## src/rtl/sweep_sched_if.sv

```systemverilog
// Bundle of sweep control, configuration, conversion-engine handshake
// and result signals shared between the sweep scheduler and its environment.
interface sweep_sched_if #(
  parameter int DW = 12,
  parameter int NW = 8
);

  logic          start_i;
  logic          abort_i;
  logic [DW-1:0] cfg_start_i;
  logic [DW-1:0] cfg_step_i;
  logic [NW-1:0] cfg_npts_i;
  logic [1:0]    cfg_avg_i;
  logic          conv_done_i;
  logic [DW-1:0] adc_data_i;

  logic          conv_start_o;
  logic [DW-1:0] dac_code_o;
  logic          res_valid_o;
  logic [DW-1:0] res_code_o;
  logic [DW-1:0] res_data_o;
  logic [NW-1:0] idx_o;
  logic          busy_o;
  logic          done_o;

  // Environment side: drives requests, configuration and conversion results.
  modport master (
    output start_i, abort_i, cfg_start_i, cfg_step_i, cfg_npts_i, cfg_avg_i,
    output conv_done_i, adc_data_i,
    input  conv_start_o, dac_code_o, res_valid_o, res_code_o, res_data_o,
    input  idx_o, busy_o, done_o
  );

  // Scheduler side.
  modport slave (
    input  start_i, abort_i, cfg_start_i, cfg_step_i, cfg_npts_i, cfg_avg_i,
    input  conv_done_i, adc_data_i,
    output conv_start_o, dac_code_o, res_valid_o, res_code_o, res_data_o,
    output idx_o, busy_o, done_o
  );

endinterface

```

## src/rtl/sweep_sched.sv

```systemverilog
// Sweep scheduler: steps a DAC code across a configured number of points,
// issues 2^avg conversions per point, averages the ADC samples and reports
// one result per point. All control outputs are registered.
module sweep_sched #(
  parameter int DW = 12,
  parameter int NW = 8
) (
  input  logic          clk_i,
  input  logic          rst_i,
  sweep_sched_if.slave  bus
);

  typedef enum logic [2:0] {
    IDLE,
    START,
    WAIT,
    RESULT,
    DONE
  } state_t;

  state_t        state_q;

  logic [DW-1:0] step_q;
  logic [NW-1:0] npts_q;
  logic [1:0]    avg_q;

  logic [DW+2:0] acc_q;
  logic [3:0]    cnt_q;

  logic [DW-1:0] dac_code_q;
  logic [NW-1:0] idx_q;
  logic [DW-1:0] res_code_q;
  logic [DW-1:0] res_data_q;
  logic          conv_start_q;
  logic          res_valid_q;
  logic          done_q;
  logic          busy_q;

  logic [DW+2:0] acc_sum;
  logic [DW+2:0] acc_avg;
  logic [3:0]    cnt_next;
  logic [3:0]    cnt_target;
  logic          last_point;

  // Accumulator update, average, and end-of-point / end-of-sweep decisions.
  always_comb begin
    acc_sum    = acc_q + {3'b000, bus.adc_data_i};
    acc_avg    = acc_sum >> avg_q;
    cnt_next   = cnt_q + 4'd1;
    cnt_target = 4'd1 << avg_q;
    last_point = (idx_q == (npts_q - NW'(1)));
  end

  // Sweep state machine with registered pulse and status outputs.
  always_ff @(posedge clk_i or posedge rst_i) begin
    if (rst_i) begin
      state_q      <= IDLE;
      step_q       <= '0;
      npts_q       <= '0;
      avg_q        <= '0;
      acc_q        <= '0;
      cnt_q        <= '0;
      dac_code_q   <= '0;
      idx_q        <= '0;
      res_code_q   <= '0;
      res_data_q   <= '0;
      conv_start_q <= 1'b0;
      res_valid_q  <= 1'b0;
      done_q       <= 1'b0;
      busy_q       <= 1'b0;
    end else begin
      conv_start_q <= 1'b0;
      res_valid_q  <= 1'b0;
      done_q       <= 1'b0;
      case (state_q)
        IDLE: begin
          if (bus.start_i) begin
            step_q     <= bus.cfg_step_i;
            npts_q     <= bus.cfg_npts_i;
            avg_q      <= bus.cfg_avg_i;
            dac_code_q <= bus.cfg_start_i;
            idx_q      <= '0;
            acc_q      <= '0;
            cnt_q      <= '0;
            busy_q     <= 1'b1;
            if (bus.cfg_npts_i == '0) begin
              state_q <= DONE;
              done_q  <= 1'b1;
            end else begin
              state_q      <= START;
              conv_start_q <= 1'b1;
            end
          end
        end

        START: begin
          if (bus.abort_i) begin
            state_q <= IDLE;
            busy_q  <= 1'b0;
          end else begin
            state_q <= WAIT;
          end
        end

        WAIT: begin
          if (bus.abort_i) begin
            state_q <= IDLE;
            busy_q  <= 1'b0;
          end else if (bus.conv_done_i) begin
            acc_q <= acc_sum;
            cnt_q <= cnt_next;
            if (cnt_next == cnt_target) begin
              state_q     <= RESULT;
              res_valid_q <= 1'b1;
              res_data_q  <= acc_avg[DW-1:0];
              res_code_q  <= dac_code_q;
            end else begin
              state_q      <= START;
              conv_start_q <= 1'b1;
            end
          end
        end

        RESULT: begin
          if (bus.abort_i) begin
            state_q <= IDLE;
            busy_q  <= 1'b0;
          end else if (last_point) begin
            state_q <= DONE;
            done_q  <= 1'b1;
          end else begin
            state_q      <= START;
            conv_start_q <= 1'b1;
            idx_q        <= idx_q + NW'(1);
            dac_code_q   <= dac_code_q + step_q;
            acc_q        <= '0;
            cnt_q        <= '0;
          end
        end

        DONE: begin
          state_q <= IDLE;
          busy_q  <= 1'b0;
        end

        default: begin
          state_q <= IDLE;
          busy_q  <= 1'b0;
        end
      endcase
    end
  end

  assign bus.conv_start_o = conv_start_q;
  assign bus.dac_code_o   = dac_code_q;
  assign bus.res_valid_o  = res_valid_q;
  assign bus.res_code_o   = res_code_q;
  assign bus.res_data_o   = res_data_q;
  assign bus.idx_o        = idx_q;
  assign bus.busy_o       = busy_q;
  assign bus.done_o       = done_q;

endmodule

```

## src/flat_wrapper.sv

```systemverilog
// flat-port wrapper written by rule: the top's interface ports become plain ports
module sweep_sched_flat 
#(
  parameter int DW = 12,
  parameter int NW = 8
)
  (clk_i, rst_i, bus_start_i, bus_abort_i, bus_cfg_start_i, bus_cfg_step_i, bus_cfg_npts_i, bus_cfg_avg_i, bus_conv_done_i, bus_adc_data_i, bus_conv_start_o, bus_dac_code_o, bus_res_valid_o, bus_res_code_o, bus_res_data_o, bus_idx_o, bus_busy_o, bus_done_o);
  sweep_sched_if #(.DW(DW), .NW(NW)) bus_i ();
  input  logic clk_i;
  input  logic rst_i;
  input wire logic [$bits(bus_i.start_i)-1:0] bus_start_i;
  input wire logic [$bits(bus_i.abort_i)-1:0] bus_abort_i;
  input wire logic [$bits(bus_i.cfg_start_i)-1:0] bus_cfg_start_i;
  input wire logic [$bits(bus_i.cfg_step_i)-1:0] bus_cfg_step_i;
  input wire logic [$bits(bus_i.cfg_npts_i)-1:0] bus_cfg_npts_i;
  input wire logic [$bits(bus_i.cfg_avg_i)-1:0] bus_cfg_avg_i;
  input wire logic [$bits(bus_i.conv_done_i)-1:0] bus_conv_done_i;
  input wire logic [$bits(bus_i.adc_data_i)-1:0] bus_adc_data_i;
  output wire logic [$bits(bus_i.conv_start_o)-1:0] bus_conv_start_o;
  output wire logic [$bits(bus_i.dac_code_o)-1:0] bus_dac_code_o;
  output wire logic [$bits(bus_i.res_valid_o)-1:0] bus_res_valid_o;
  output wire logic [$bits(bus_i.res_code_o)-1:0] bus_res_code_o;
  output wire logic [$bits(bus_i.res_data_o)-1:0] bus_res_data_o;
  output wire logic [$bits(bus_i.idx_o)-1:0] bus_idx_o;
  output wire logic [$bits(bus_i.busy_o)-1:0] bus_busy_o;
  output wire logic [$bits(bus_i.done_o)-1:0] bus_done_o;
  assign bus_i.start_i = bus_start_i;
  assign bus_i.abort_i = bus_abort_i;
  assign bus_i.cfg_start_i = bus_cfg_start_i;
  assign bus_i.cfg_step_i = bus_cfg_step_i;
  assign bus_i.cfg_npts_i = bus_cfg_npts_i;
  assign bus_i.cfg_avg_i = bus_cfg_avg_i;
  assign bus_i.conv_done_i = bus_conv_done_i;
  assign bus_i.adc_data_i = bus_adc_data_i;
  assign bus_conv_start_o = bus_i.conv_start_o;
  assign bus_dac_code_o = bus_i.dac_code_o;
  assign bus_res_valid_o = bus_i.res_valid_o;
  assign bus_res_code_o = bus_i.res_code_o;
  assign bus_res_data_o = bus_i.res_data_o;
  assign bus_idx_o = bus_i.idx_o;
  assign bus_busy_o = bus_i.busy_o;
  assign bus_done_o = bus_i.done_o;
  sweep_sched #(.DW(DW), .NW(NW)) u_core (.clk_i(clk_i), .rst_i(rst_i), .bus(bus_i));
endmodule
```

## config.mk

```make
export PLATFORM = sky130hd
export DESIGN_NAME = sweep_sched_flat
export DESIGN_NICKNAME = d
export VERILOG_FILES = /design/src/rtl/sweep_sched_if.sv /design/src/rtl/sweep_sched.sv /design/src/flat_wrapper.sv
export SDC_FILE = /design/constraint.sdc
export NUM_CORES = 1
export LEC_CHECK = 0
export BUFFER_PORTS_ARGS = -buffer_cell sky130_fd_sc_hd__buf_2
export CAP_MARGIN = 20
export CORE_ASPECT_RATIO = 0.9
export CORE_MARGIN = 2
export CORE_UTILIZATION = 50
export DETAILED_ROUTE_END_ITERATION = 16
export PLACE_DENSITY_LB_ADDON = 0.08
export SYNTH_ARGS = -nofsm -noshare
export SYNTH_HDL_FRONTEND = slang
export SYNTH_SLANG_ARGS = --single-unit
```

## constraint.sdc

```tcl
create_clock -name clk_i -period 3.2 [get_ports clk_i]
set_input_delay 0.64 -clock clk_i [delete_from_list [all_inputs] [get_ports clk_i]]
set_output_delay 0.64 -clock clk_i [all_outputs]
set_load 0.1 [all_outputs]
```

* After elaboration in Yosys (flattened, before gate mapping)
Index checks and enable logic that the tools add are counted.
** Storage, ports and cells
- Word-level logic and storage cells :: 94
- Output and inout port bits :: 48
- Bits in registers :: 92
- Input bits :: 51
** Cells by class
- Multiplexer cells :: 49
- Reduce and logical (&&, ||, !) cells :: 11
- Shift operators :: 2
- Bitwise logic cells :: 1
- Add/subtract/negate cells :: 5
- Equal/unequal tests :: 12
** Operators by type and width (number)
- $mux 15 :: 5
- $pmux 15 s3 :: 1
- $mux 12 :: 3
- $mux 8 :: 3
- $pmux 12 s2 :: 1
- $mux 4 :: 5
- $mux 3 :: 6
- $mux 1 :: 17
- $pmux 8 s2 :: 1
- $add 15x12->15 :: 1
- $shr 15x2->12 :: 1
- $add 12x12->12 :: 1
- $pmux 3 s4 :: 1
- $pmux 4 s3 :: 1
- $ne 2x2->1 const B :: 5
- $add 8x1->8 const B :: 1
- $eq 8x8->1 :: 1
- $logic_not 8->1 :: 1
- $reduce_and 4->1 :: 2
- $sub 8x1->8 const B :: 1
- $eq 3x2->1 const B :: 2
- $reduce_and 2->1 :: 3
- $reduce_and 6->1 :: 1
- $add 4x1->4 const B :: 1
- 13 further kinds :: 15

* Longest topological paths before layout
Gate-level depths: netlist of the first run.
- Depth after elaboration :: 6
- Gate-level depth with buffers :: 11
- Mapped depth without buffers :: 10

* Worst setup path before layout of the first run
No wires, ideal clock.
- Kind :: input port to flip-flop
- Start point :: in bus_adc_data_i[0]
- End point :: reg u_core.res_data_q[8], in the netlist u_core.bus.res_data_o[8]
- Data arrival time :: 2849 ps
- Data required time :: 3075 ps
- Setup time :: 125 ps
- Path buffers :: 0
- Path slack :: 225 ps
- Stages :: 8
- Cells stage by stage :: ha_1 fa_1 a21o_1 a2111o_1 a41oi_1 xnor2_1 mux4_2 mux2_2
** Between the ends
- Word-level cells in the longest chain between the ends :: 2
** RTL lines
- start, declared :: line flat_wrapper.sv:18 : input wire logic [$bits(bus_i.adc_data_i)-1:0] bus_adc_data_i;
- $add 15x12->15 :: line sweep_sched.sv:47 : acc_sum = acc_q + {3'b000, bus.adc_data_i};
- $shr 15x2->12 :: line sweep_sched.sv:48 : acc_avg = acc_sum >> avg_q;
- end signal, assigned :: line sweep_sched.sv:115 : res_data_q <= acc_avg[DW-1:0];
- end, declared :: line sweep_sched.sv:33 : logic [DW-1:0] res_data_q;
No other way between the ends.
A chain may end at the register's enable or synchronous reset.

* Worst setup path in the final report of the first run
Ends and elaborated chain as after synthesis.

==> impl_results.md, run 1 <==
- N_diodes: 0
- Synth warn: 0
- Hold Crit Class: in2async
- RR Endpoint: u_core.bus.res_data_o[8]$_DFFE_PP0P_
- Post-Place Cell Area: 6092 um^2
- Fin. Hold Viols: 0
- All-layer global routing usage: 0.2327
- Sequential cell area: 2302 um^2
- Io pins: 99
- Tot Pwr: 7.470 mW
- Leakage: 3.084 nW
- Post-Syn Instances: 540
- Share of cells above drive strength 1: 0.2722
- Final HPWL DP: 9521 um
- Initial antenna violation count: 0
- R2r startpoint: u_core.acc_q[0]$_DFFE_PP0P_
- Final instance area: 6377 um^2
- Root Driver: clkbuf_16
- Filler instances: 950
- Startpoint Class: primary input
- Drt wl/cell: 16.78 um
- Peak Freq: 351.7 MHz
- Peak VDD IR: 0.8852 mV
- # DRC: 0
- Hold_buf cts: 0
- Power density cells: 1171 nW/um^2
- FP Rows: 36
- Final Max Slew Viols: 0
- Core area: 10680 um^2
- Clock Latency Late Sink: 0.35 ns
- Die area: 11680 um^2
- First-pass GRT wire length: 21110 um
- Gpl congestion: 0.9115
- Footprint of the multi-input gates: 2969 um^2
- Worst slew margin: 0.5040
- Final setup TNS: 0 ns
- Crit Path Category: in2reg
- Seq/Total Area, Yosys: 0.4253
- WL final: 13020 um
- Skew final: 0.008764 ns
- Starting Density: 0.5070
- Min Hold Slack: 0.3973 ns
- TritonRoute pass-1 iters: 5
- Yosys reg bits: 92
- Final #Nets: 718
- Post-route antenna net violation count: 0
- Vias: 4435
- Crit path capture type: flop
- Syn avg cell area: 10.02 um^2
- Top FF cell, synth: dfrtp_1
- Post-cts repair resize count: 0
- Clk sinks: 92
- GRT overflow: 0
- Clock buffer depth: 2
- RSZ-0062 raised after global routing: no
- Cts bufs inserted: 9
- Port bufs: 98
- Worst Path Max Fanout: 3
- Final setup viols: 0
- Largest net degree at the start of global routing: 54
- Die W: 113.7 um
- Most common cell after layout, fill and taps aside: buf_2
- Worst setup path startpoint: bus_adc_data_i[0]
- Avg Vias per Cell: 5.715
- Maxcap violations: 0
- Net count after synthesis: 619
- H-tree depth: 3
- Setup Buffers After CTS: 0
- Reg-to-reg slack, setup: 0.37 ns
- Status: finished, final reports clean
- Post-synth EDFFs: 0
- Mapped Area: 5413 um^2
- Distinct cells, synth: 68
- Most frequent cells in the layout: 98 x buf_2, 92 x dfrtp_1, 45 x nand2_1
- WP data required: 3.43 ns
- Area grow syn2layout: 17.82%
- Actual slew at the worst max-slew pin: 0.7432 ns
- Vias in the first global route: 4238
- Fraction of registers with async set/reset: 1.000
- CTS tree: done
- Tmin final: 2.843 ns
- Worst Path Arrival: 3.07 ns
- Die height: 102.7 um
- Fin crit share: 0.8885
- Starting DRT DRC Count: 192
- Reg clk slew, reported paths: 0.06 ns
- R2R cell count: 8
-- metal layers --
layer  up-vias  track usage  wire length (um)
met5         -            0                 0
met4         0      0.05347               129
met3         9      0.06996               662
met2        99       0.3823              6281
met1      2151       0.3075              5949
li1       2176            -                 -
-- power by group --
part | switching (mW) | leakage [nW] | internal [mW]
combinational | 3.12 | 1.75 | 1.35
clock | 0.441 | 0.140 | 0.623
sequential | 0.353 | 1.19 | 1.58
total | 3.92 | 3.08 | 3.55
-- flip-flops by register name, summed over array words and instances (netlist names), 2 cells and up --
signal and flops:
u_core.npts_q 8, u_core.bus.res_code_o 12, u_core.avg_q 2, u_core.bus.dac_code_o 12
u_core.acc_q 15, u_core.step_q 12, u_core.bus.idx_o 8, u_core.cnt_q 4
u_core.state_q 3, u_core.bus.res_data_o 12
-- cells by family (layout without fill, tap and decap cells) --
kind of cell,Yosys count,after routing,share of synthesized area
multiplexers,46,46,0.09616
buffers and inverters,36,139,0.02797
XOR/XNOR,34,34,0.05779
flip-flops,92,92,0.4253
AND/OR/NAND/NOR,166,166,0.1537
AO/OA/AOI/OAI,138,138,0.1715
adder cells (fa/ha/maj),28,28,0.06750
-- worst max-delay path by stage --
stage | slack [ns] | end | cells after the start
floorplan | 0.17 | u_core.acc_q[0]$_DFFE_PP0P_ | 1
global placement | 0.08 | u_core.bus.res_data_o[8]$_DFFE_PP0P_ | 9
detailed placement | 0.02 | u_core.bus.res_data_o[3]$_DFFE_PP0P_ | 10
CTS | 0.38 | u_core.bus.res_data_o[3]$_DFFE_PP0P_ | 10
global route | 0.21 | u_core.bus.dac_code_o[1]$_DFFE_PP0P_ | 10
finish | 0.36 | u_core.bus.res_data_o[8]$_DFFE_PP0P_ | 9
-- cell usage after synthesis (5+ instances only) --
cell       n  area, um^2
o21ai_0   32       160.2
nor4_1     6       37.54
nor2b_1    5       31.28
and3_1     8       50.05
a31oi_1    6       37.54
nand2b_1   8       50.05
xnor2_1   20       175.2
mux2_2    38       427.9
clkbuf_1  16       60.06
inv_1     11       41.29
nor2_1    42       157.7
nand3_1    9       45.04
dfrtp_1   92        2302
ha_1      26       325.3
xor2_1    13       113.9
a22o_1    14       122.6
o21ai_1   10       50.05
a21oi_1   29       145.1
mux2i_1    7       70.07
a211oi_1   7       52.55
nor3_1    11       55.05
nand2_1   45       168.9
nand4_1    6       37.54
a21o_1     8       60.06
-- area by class of cell --
class,instances,area share
inverter,12,0.007259
sequential,92,0.3610
clock inverter,2,0.005493
tap,133,0.02609
clock buffer,13,0.03924
timing repair buffer,112,0.09535
multi-input combinational,412,0.4656
-- metrics by stage --
stage / instances / util / worst slack [ns]
6_report: 776 / 0.5974 / 0.3568
2_1_floorplan: 540 / - / 0.1680
4_1_cts: 776 / 0.5974 / 0.3813
3_5_place_dp: 761 / 0.5707 / 0.01616
5_1_grt: 776 / 0.5974 / 0.2087
3_3_place_gp: 761 / 0.5707 / 0.08136
-- worst max-delay path, stage by stage --
cell      delay, ns
buf_2          0.10
ha_1           0.21
fa_1           0.41
a21o_1         0.21
a2111o_1       0.40
a41oi_1        0.26
xnor2_1        0.11
mux4_2         0.46
mux2_2         0.27
(Power assumes the default switching activity.)
==> run 2: changes to the inputs <==
--- a/config.mk
+++ b/config.mk
@@ -6,4 +6,5 @@
 export NUM_CORES = 1
 export LEC_CHECK = 0
+export ABC_AREA = 1
 export BUFFER_PORTS_ARGS = -buffer_cell sky130_fd_sc_hd__buf_2
 export CAP_MARGIN = 20
==> constraint.sdc (replaced) <==
create_clock -name clk_i -period 3.2 [get_ports clk_i]
set_input_delay 0.64 -clock clk_i [delete_from_list [all_inputs] [get_ports clk_i]]
set_output_delay 0.64 -clock clk_i [all_outputs]
set_load 0.05 [all_outputs]
==> impl_results.md, run 2 <==
- Die area: 12930 um^2 (was 11680 um^2)
- Fin. Hold Viols: 0 (unchanged)
- Initial antenna violation count: 0 (unchanged)
- Non-Filler Instances: 1110 (was 776)
- Crit path capture type: flop (unchanged)
- Die height: 108.1 um (was 102.7 um)
- Syn avg cell area: 7.054 um^2 (was 10.02 um^2)
- Actual slew at the worst max-slew pin: 0.9234 ns (was 0.7432 ns)
- R2r startpoint: u_core.npts_q[0]$_DFFE_PP0P_ (was u_core.acc_q[0]$_DFFE_PP0P_)
- CP Cell Sequence: inv_2 -> ha_1 -> nand2_1 -> nor2_2 -> nand3_1 -> nand3_1 -> nand2_1 -> nor2_2 -> nand2_1 -> nand2_1 -> nand2_2 -> nand2_1 -> buf_4 -> nand2_1 -> nand2_1 (was buf_2 -> ha_1 -> fa_1 -> a21o_1 -> a2111o_1 -> a41oi_1 -> xnor2_1 -> mux4_2 -> mux2_2)
- Die W: 119.6 um (was 113.7 um)
- RSZ-0062 raised after global routing: no (unchanged)
- Setup ws final: 0.7921 ns (was 0.3568 ns)
- Worst slew margin: 0.3829 (was 0.5040)
- Post-Place Cells: 1094 (was 761)
- Place WS: 0.5712 ns (was 0.01616 ns)
- Post-route antenna net violation count: 0 (unchanged)
- TritonRoute pass-1 iters: 5 (unchanged)
- Synth top area share: 0.3826 (was 0.4253)
- Mapped Area: 6017 um^2 (was 5413 um^2)
- Avg Vias per Cell: 5.223 (was 5.715)
- Post-Syn Instances: 853 (was 540)
- N_diodes: 0 (unchanged)
- Yosys reg bits: 92 (unchanged)
- GRT overflow: 0 (unchanged)
- Final HPWL DP: 12460 um (was 9521 um)
- Cell taking the most area after synthesis: dfrtp_1 (unchanged)
- Reg clk slew, reported paths: 0.06 ns (about the same)
- Reg-to-reg slack, setup: 0.79 ns (was 0.37 ns)
- WL final: 16250 um (was 13020 um)
- Distinct cells, synth: 44 (was 68)
- Count leader, synth: nand2_1 (was dfrtp_1)
- Reg with most FFs: u_core.acc_q (unchanged)
- Hold_buf cts: 0 (unchanged)
- Gpl congestion: 0.9288 (was 0.9115)
- WP data required: 3.48 ns (was 3.43 ns)
- Largest net degree at the start of global routing: 45 (was 54)
- Crit Path Category: reg2reg (was in2reg)
- Vias in the first global route: 5463 (was 4238)
- Synth top cells by count: 310 x nand2_1, 103 x nand3_1, 94 x inv_1, 92 x dfrtp_1, 54 x nor2_1 (was 92 x dfrtp_1, 45 x nand2_1, 42 x nor2_1, 38 x mux2_2, 32 x o21ai_0)
- H-tree depth: 3 (unchanged)
- Clk sinks: 92 (unchanged)
- Core area: 11570 um^2 (was 10680 um^2)
- Share of cells above drive strength 1: 0.1667 (was 0.2722)
- Post-cts repair resize count: 0 (unchanged)
- Area grow syn2layout: 15.91% (was 17.82%)
- Peak VDD IR: 0.5413 mV (was 0.8852 mV)
- Final Max Slew Viols: 0 (unchanged)
- Io pins: 99 (unchanged)
- Final setup viols: 0 (unchanged)
- Clock Latency Late Sink: 0.34 ns (was 0.35 ns)
- All-layer global routing usage: 0.2617 (was 0.2327)
- Largest stage delay, worst path: 0.42 ns (was 0.46 ns)
- Final setup TNS: 0 ns (unchanged)
- Peak Freq: 415.3 MHz (was 351.7 MHz)
- R2R cell count: 15 (was 8)
- Hold Crit Class: in2async (unchanged)
- Power density cells: 944.7 nW/um^2 (was 1171 nW/um^2)
- Leakage: 3.967 nW (was 3.084 nW)
- Fin crit share: 0.7525 (was 0.8885)
- Top FF cell, synth: dfrtp_1 (unchanged)
- FP Rows: 37 (was 36)
- Setup Buffers After CTS: 0 (unchanged)
- Most common cell after layout, fill and taps aside: nand2_1 (was buf_2)
- Starting Density: 0.5199 (was 0.5070)
- CTS tree: done (unchanged)
- Status: finished, final reports clean (unchanged)
- Synth warn: 0 (unchanged)
- # DRC: 0 (unchanged)
- Final #Nets: 1028 (was 718)
- Drt wl/cell: 14.64 um (was 16.78 um)
- Most common cell on crit path: nand2_1
- Worst Path Max Fanout: 21 (was 3)
- Startpoint Class: flop (was primary input)
- Worst Path Arrival: 2.69 ns (was 3.07 ns)
- Most frequent cells in the layout: 310 x nand2_1, 103 x nand3_1, 98 x buf_2 (was 98 x buf_2, 92 x dfrtp_1, 45 x nand2_1)
- Max reg flops: 15 (unchanged)
- Area contributors post-synth: dfrtp_1 38%, nand2_1 19%, nand3_1 8.6%, inv_1 5.9%, ha_1 5.4% (was dfrtp_1 43%, mux2_2 7.9%, ha_1 6.0%, xnor2_1 3.2%, nand2_1 3.1%)
- Net count after synthesis: 932 (was 619)
- Post-synth EDFFs: 0 (unchanged)
- Seq/Total Area, Yosys: 0.3826 (was 0.4253)
- Skew final: 0.004831 ns (was 0.008764 ns)
- Root Driver: clkbuf_16 (unchanged)
- Clock buffer depth: 2 (unchanged)
- RR Endpoint: u_core.bus.dac_code_o[9]$_DFFE_PP0P_ (was u_core.bus.res_data_o[8]$_DFFE_PP0P_)
- Fraction of registers with async set/reset: 1.000 (unchanged)
- Maxcap violations: 0 (unchanged)
- Port bufs: 98 (unchanged)
- Cts bufs inserted: 9 (unchanged)
- Filler instances: 1134 (was 950)
- Starting DRT DRC Count: 372 (was 192)
- First-pass GRT wire length: 26650 um (was 21110 um)
- Vias: 5797 (was 4435)
- Util after Layout: 0.6026 (was 0.5974)
- Tmin final: 2.408 ns (was 2.843 ns)
- Crit-path slowest cell: dfrtp_1 (was mux4_2)
==> run 2: how the worst max path moves through the flow <==
stage / from / to / slack [ns] / cells after the start
final: u_core.npts_q[0]$_DFFE_PP0P_ / u_core.bus.dac_code_o[9]$_DFFE_PP0P_ / 0.79 / 15
after global routing: u_core.npts_q[0]$_DFFE_PP0P_ / u_core.bus.idx_o[4]$_DFFE_PP0P_ / 0.52 / 15
after CTS: u_core.npts_q[0]$_DFFE_PP0P_ / u_core.bus.dac_code_o[10]$_DFFE_PP0P_ / 0.78 / 16
after detailed placement: bus_conv_done_i / u_core.bus.res_data_o[11]$_DFFE_PP0P_ / 0.57 / 10
after global placement: bus_conv_done_i / u_core.bus.res_data_o[11]$_DFFE_PP0P_ / 0.62 / 10
after floorplan: rst_i / u_core.acc_q[0]$_DFFE_PP0P_ / 0.17 / 1
==> run 2: kinds of logic (layout without fill, tap and decap cells) <==
family                   after synthesis  after routing  synth area share
XOR/XNOR                              15             15           0.02308
AO/OA/AOI/OAI                         75             75           0.06904
multiplexers                          11             11           0.02059
adder cells (fa/ha/maj)               28             28           0.06072
flip-flops                            92             92            0.3826
AND/OR/NAND/NOR                      508            508            0.3587
buffers and inverters                124            225           0.08525
==> run 2: where the power goes <==
part / internal (mW) / leakage [nW] / total [mW] / switching, mW
clock: 0.705 / 0.153 / 1.15 / 0.449
combinational: 1.10 / 2.61 / 3.58 / 2.48
sequential: 1.52 / 1.21 / 1.85 / 0.338
==> run 2: area by class of cell <==
cell class                      instances  area [um^2]  share of cell area
Clock buffer                           12        246.5             0.03534
Multi-Input combinational cell        637         3202              0.4591
Clock inverter                          4        72.57             0.01041
Inverter                              102        385.4             0.05526
Timing Repair Buffer                  107        570.5             0.08181
Tap cell                              156        195.2             0.02799
Sequential cell                        92         2302              0.3301
==> run 2: worst max-delay path: cells and delay by family (launching register included) <==
kind | cells | cell delay (ns)
adder cells (fa/ha/maj) | 1 | 0.21
AND/OR/NAND/NOR | 12 | 1.35
buffers and inverters | 2 | 0.33
flip-flops | 1 | 0.42
==> run 2: per-layer routing <==
layer  up-vias  routed length (um)  GRT usage
met2       177                6946     0.3853
met4         0                 208    0.06134
met1      2680                7998     0.3832
met3        14                1094    0.07331
li1       2926                   -          -
met5         -                   0          0
==> run 2: stage by stage <==
stage | hold slack [ns] | total power, mW | cell area (um^2)
4_1_cts | 0.4245 | 6.607 | 6974
6_report | 0.4088 | 6.589 | 6974
3_3_place_gp | 0.4625 | 5.347 | 6655
3_5_place_dp | 0.4613 | 5.407 | 6655
2_1_floorplan | 0.4459 | 4.566 | 6017
5_1_grt | 0.4747 | 7.117 | 6974
